--- src/rtl/ahb_periph_bridge.sv ---
// ahb_periph_bridge
//
// AHB-Lite slave that drives the simple peripheral register bus. Each accepted
// AHB word transfer becomes exactly one peripheral access. The AHB data phase
// is stretched while the peripheral holds ready low. Peripheral write errors
// and illegal transfers return the two-cycle AHB ERROR response.
//
// Build option:
//   PERIPH_TIMEOUT_EN - when defined, a read that sees ready=0 for
//                       TIMEOUT_CYCLES data-phase cycles is aborted with ERROR.
//                       When undefined, a read waits for ready indefinitely.
//
// Ports:
//   clk, rst        clock; asynchronous active-low reset
//   HSEL..HREADY    AHB-Lite slave inputs (address phase + HWDATA in data phase)
//   HREADYOUT       slave ready
//   HRESP           0 = OKAY, 1 = ERROR
//   HRDATA          registered read data, held until the next completed read
//   rd_en, wr_en    peripheral strobes, never both high
//   address         latched HADDR, held between accesses
//   wr_data         HWDATA while writing, 0 otherwise
//   rd_data, ready  peripheral read data and its valid
//   error           peripheral write error, valid the cycle after wr_en

module ahb_periph_bridge #(
    parameter int unsigned ADDR_WIDTH     = 32,
    parameter int unsigned DATA_WIDTH     = 32,
    parameter int unsigned TIMEOUT_CYCLES = 16
) (
    input  logic                  clk,
    input  logic                  rst,
    input  logic                  HSEL,
    input  logic [ADDR_WIDTH-1:0] HADDR,
    input  logic [1:0]            HTRANS,
    input  logic                  HWRITE,
    input  logic [2:0]            HSIZE,
    input  logic [DATA_WIDTH-1:0] HWDATA,
    input  logic                  HREADY,
    output logic                  HREADYOUT,
    output logic                  HRESP,
    output logic [DATA_WIDTH-1:0] HRDATA,
    output logic                  rd_en,
    output logic                  wr_en,
    output logic [ADDR_WIDTH-1:0] address,
    output logic [DATA_WIDTH-1:0] wr_data,
    input  logic [DATA_WIDTH-1:0] rd_data,
    input  logic                  ready,
    input  logic                  error
);

    if (TIMEOUT_CYCLES < 1) begin : g_bad_timeout
        $error("TIMEOUT_CYCLES must be at least 1");
    end

    typedef enum logic [2:0] {
        StIdle,
        StWrite,
        StWchk,
        StWdone,
        StRead,
        StRdone,
        StErr1,
        StErr2
    } state_e;

    state_e                state_q, state_d;
    logic [ADDR_WIDTH-1:0] address_q, address_d;
    logic [DATA_WIDTH-1:0] hrdata_q, hrdata_d;
    logic                  hready_int;
    logic                  trans_active;
    logic                  illegal;

`ifdef PERIPH_TIMEOUT_EN
    localparam int unsigned CntW = $clog2(TIMEOUT_CYCLES + 1);
    localparam logic [CntW-1:0] CntLast = CntW'(TIMEOUT_CYCLES - 1);
    logic [CntW-1:0] wait_cnt_q, wait_cnt_d;
`endif

    // NONSEQ or SEQ; IDLE and BUSY never start an access.
    assign trans_active = (HTRANS == 2'b10) || (HTRANS == 2'b11);
    // Only aligned word transfers are supported by the peripheral bus.
    assign illegal      = (HSIZE != 3'b010) || (HADDR[1:0] != 2'b00);

    always_comb begin
        state_d    = state_q;
        address_d  = address_q;
        hrdata_d   = hrdata_q;
        hready_int = 1'b1;
        HRESP      = 1'b0;
        rd_en      = 1'b0;
        wr_en      = 1'b0;
        wr_data    = '0;
`ifdef PERIPH_TIMEOUT_EN
        wait_cnt_d = wait_cnt_q;
`endif

        case (state_q)
            StWrite: begin
                wr_en      = 1'b1;
                wr_data    = HWDATA;
                hready_int = 1'b0;
                state_d    = StWchk;
            end
            StWchk: begin
                hready_int = 1'b0;
                state_d    = error ? StErr1 : StWdone;
            end
            StRead: begin
                rd_en      = 1'b1;
                hready_int = 1'b0;
                if (ready) begin
                    hrdata_d = rd_data;
                    state_d  = StRdone;
                end
`ifdef PERIPH_TIMEOUT_EN
                // ready in the final counted cycle has already won above.
                else if (wait_cnt_q == CntLast) begin
                    state_d = StErr1;
                end else begin
                    wait_cnt_d = wait_cnt_q + 1'b1;
                end
`endif
            end
            StErr1: begin
                hready_int = 1'b0;
                HRESP      = 1'b1;
                state_d    = StErr2;
            end
            StErr2: begin
                HRESP   = 1'b1;
                state_d = StIdle;
            end
            default: begin
                // StIdle, StWdone, StRdone: fall back to idle unless a new
                // transfer is accepted below.
                state_d = StIdle;
            end
        endcase

        // Address phases are taken in every state that shows HREADYOUT=1.
        if (hready_int && HSEL && HREADY && trans_active) begin
            address_d = HADDR;
            if (illegal) begin
                state_d = StErr1;
            end else if (HWRITE) begin
                state_d = StWrite;
            end else begin
                state_d = StRead;
`ifdef PERIPH_TIMEOUT_EN
                wait_cnt_d = '0;
`endif
            end
        end
    end

    always_ff @(posedge clk or negedge rst) begin
        if (!rst) begin
            state_q   <= StIdle;
            address_q <= '0;
            hrdata_q  <= '0;
        end else begin
            state_q   <= state_d;
            address_q <= address_d;
            hrdata_q  <= hrdata_d;
        end
    end

`ifdef PERIPH_TIMEOUT_EN
    always_ff @(posedge clk or negedge rst) begin
        if (!rst) begin
            wait_cnt_q <= '0;
        end else begin
            wait_cnt_q <= wait_cnt_d;
        end
    end
`endif

    assign HREADYOUT = hready_int;
    assign HRDATA    = hrdata_q;
    assign address   = address_q;

endmodule

--- config.mk ---
export PLATFORM = sky130hd
export DESIGN_NAME = ahb_periph_bridge
export DESIGN_NICKNAME = d
export VERILOG_FILES = /design/src/rtl/ahb_periph_bridge.sv
export SDC_FILE = /design/constraint.sdc
export NUM_CORES = 1
export LEC_CHECK = 0
export ABC_AREA = 1
export CAP_MARGIN = 30
export CORE_MARGIN = 10
export CORE_UTILIZATION = 30
export CTS_BUF_LIST = sky130_fd_sc_hd__clkbuf_8
export CTS_CLUSTER_SIZE = 28
export DETAILED_ROUTE_END_ITERATION = 8
export PLACE_DENSITY = 0.78
export SYNTH_ARGS = -nofsm -noshare
export SYNTH_HDL_FRONTEND = slang
export SYNTH_SLANG_ARGS = --single-unit
--- constraint.sdc ---
create_clock -name clk -period 1.6 [get_ports clk]
set_clock_uncertainty 0.1 [all_clocks]
set_input_delay 0.32 -clock clk [delete_from_list [all_inputs] [get_ports clk]]
set_output_delay 0.32 -clock clk [all_outputs]
set_load 0.1 [all_outputs]
==> results by group <==
Run status
  – Status: finished with violations
  – Failing checks: negative setup slack

Clocking
  – Clock Pin Slew Worst Setup and Hold Paths: about 0.070 ns
  – Clk sinks: 67
  – Clock Latency Late Sink: 0.34 ns
  – CTS Buffer Depth: 2
  – Cts bufs inserted: 9
  – Root buffer cell: clkbuf_8
  – TritonCTS clock tree: built
  – CTS H-Tree Depth: 3

Die
  – Die area: about 14000 µm²
  – Die H: 120 µm
  – Initial core utilization: 30.7%
  – FP Rows: 36
  – # IOs: around 210
  – CORE AREA: 9730 µm²
  – Die width: roughly 120 µm

Global route
  – First-pass GRT wire length: roughly 20 mm
  – Vias in the first global route: 3535
  – All-Layer GR Usage: between 15 and 20%
  – Largest net degree at the start of global routing: 68
  – GRT Residual Overflow: 0
  – Initial antenna violation count: 0

Place
  – Dpl cells: 710
  – Port bufs: between 200 and 250
  – Gp weighted congestion: around 0.74
  – Post-DP HPWL: ~10 mm

Timing
  – Post-route setup slack: -0.311 ns
  – Rel. slew slack: between 70% and 80%
  – Final period utilization: 119%
  – Peak Freq: 523 MHz
  – Worst hold slack: just over 0.4 ns
  – Slew Limit Fails: 0
  – Slew @ Worst Pin: about 0.37 ns
  – RSZ-0062 raised after global routing: yes
  – Final min period: roughly 1.9 ns
  – Finish-stage setup viols: 69
  – Endpoints failing hold: 0

Layout
  – Multi-input logic area: 1230 µm²
  – # fillers: approximately 670
  – Share of layout cells above drive strength 1: approximately 32%
  – Antenna diodes: 0
  – Fin nets: ~710
  – Register area: roughly 1700 µm²
  – Finished Layout Cells: about 740
  – Synth-to-Final Area Change: 137%

Critical path
  – Startpoint class of the critical path: flop
  – CP arrival: between 1 and 1.5 ns
  – Crit-path slowest cell: dfrtp_1
  – CP Cell Sequence: nor2_2 > nand2_4 > buf_12 > nor2_4 > buf_12
  – Buffers & Inverters on Critical Path: 2
  – Worst path max stage delay: approximately 0.39 ns
  – Crit-path max FO: 19
  – CP Launch Point: state_q[2]$_DFFE_PN0P_
  – Worst endpoint required time: between 1 and 1.5 ns
  – Most common cell type on the critical path: buf_12
  – Crit end category: primary output
  – RR Startpoint: state_q[1]$_DFFE_PN0P_
  – CP Class: reg -> out
  – Top Family by Delay on Critical Path: flip-flops

Logic synthesis
  – Dominant synthesized flop cell: dfrtp_1
  – Post-synthesis average cell area: a little under 8 µm²
  – Netlist cell types: 16
  – Area leader, netlist: dfrtp_1
  – Cell Area, Synth: about 3000 µm²
  – Share of the synthesized area in the top cell type: 56.2%
  – Synth area leaders: dfrtp_1 (56%), nand2_1 (13%), inv_1 (8.9%)
  – Register area share after synthesis: between 50% and 60%
  – Post-synth top cells: nand2_1 (103), inv_1 (71), dfrtp_1 (67), nand3_1 (38), nor2_1 (38)
  – Number of enable flip-flop cells after synthesis: 0
  – Syn Inst Count: ~380
  – Post-synth ARST share: 100%
  – Count leader, synth: nand2_1
  – FF+latch count, synth: 67
  – Synthesis warning total: 0
  – Synth Net Count: a little under 500

Routing
  – Wire per inst: between 15 and 20 µm
  – Drt first pass iters: 5
  – Starting DRC count in detailed routing: around 160
  – Vias: 3322
  – Vias per cell: 4.48
  – Routed wire length: about 13 mm
  – Routed Antenna Nets: 0
  – Drt drc: 0

Hold path
  – Worst Hold Class: in -> async

Flow run
  – Max-cap viol count: 0
[logic make-up after synthesis]
logic type	share of synthesized area, %
AOI/OAI and AO/OA	5.53
buffers and inverters	12.6
DFF	56.2
and+or+nand+nor	25.7
[cells in the final DEF, fill, tap and decap left out, drive strengths merged]
master	synthesis	layout
buf	9	129
clkbuf	11	18
clkdlybuf4s50	0	105
clkinvlp	0	1
dfrtp	67	67
dlygate4sd3	0	1
inv	71	71
nand2	105	105
nand3	38	38
nand4	1	1
nor2	39	39
nor3	1	1
o21ai	33	33
[worst register-to-register path: cells and delay by family, from the launching register on]
family | cells | cell delay, ns
buf+inv | 4 | 0.66
flops | 1 | 0.40
simple gates | 3 | 0.33
compound gates | 1 | 0.08
[final timing paths]
kind | endpoint | slack [ns] | cells past startpoint
max in group asynchronous | address[15]$_DFFE_PN0P_ | 0.68 | 3
hold / removal | address[18]$_DFFE_PN0P_ | 0.41 | 3
hold reg to reg | HRDATA[24]$_DFFE_PN0P_ | 0.43 | 2
setup reg to reg | address[9]$_DFFE_PN0P_ | -0.09 | 8
setup / recovery | wr_data[0] | -0.31 | 5
min in group clk | address[11]$_DFFE_PN0P_ | 0.42 | 3
[timing repair]
item,CTS,global route
gates cloned,4,3
gates resized for setup,28,12
setup endpoints to repair,59,102
hold endpoints to repair,67,0
hold buffers,1,0
pin swaps,2,3
setup buffers,5,3
[sequential cells by signal, summed over array words and instances, names as in the netlist]
| register | count |
|---|---|
| state_q | 3 |
| address | 32 |
| HRDATA | 32 |
[per-stage QoR]
stage	TNS [ns]	worst slack [ns]	instance area (µm²)	utilization [%]
floorplan	-7.59	-0.291	3250	-
global placement	-5.32	-0.185	6520	67.0
detailed placement	-8.06	-0.287	6520	67.0
CTS	-12.89	-0.338	6940	71.3
global route	-17.01	-0.390	7070	72.6
finish	-11.53	-0.311	7070	72.6
[routing by layer]
metal  track usage [%]  part of all wire, %
met3              7.55                  9.2
met2              30.6                   49
met5                 0                    0
met1              18.9                   38
met4              7.39                  3.6
[area by class of cell]
class                      instances  area share (%)
sequential                        67            23.7
clock inverter                     1          0.0531
multi-input combinational        217            17.4
tap                              133            2.36
clock buffer                      15            2.92
inverter                          71            3.86
timing repair buffer             238            49.7
Power is left out: the tool's default activity adds up to more than one toggle a clock period on the data nets, which glitch-free logic cannot reach.
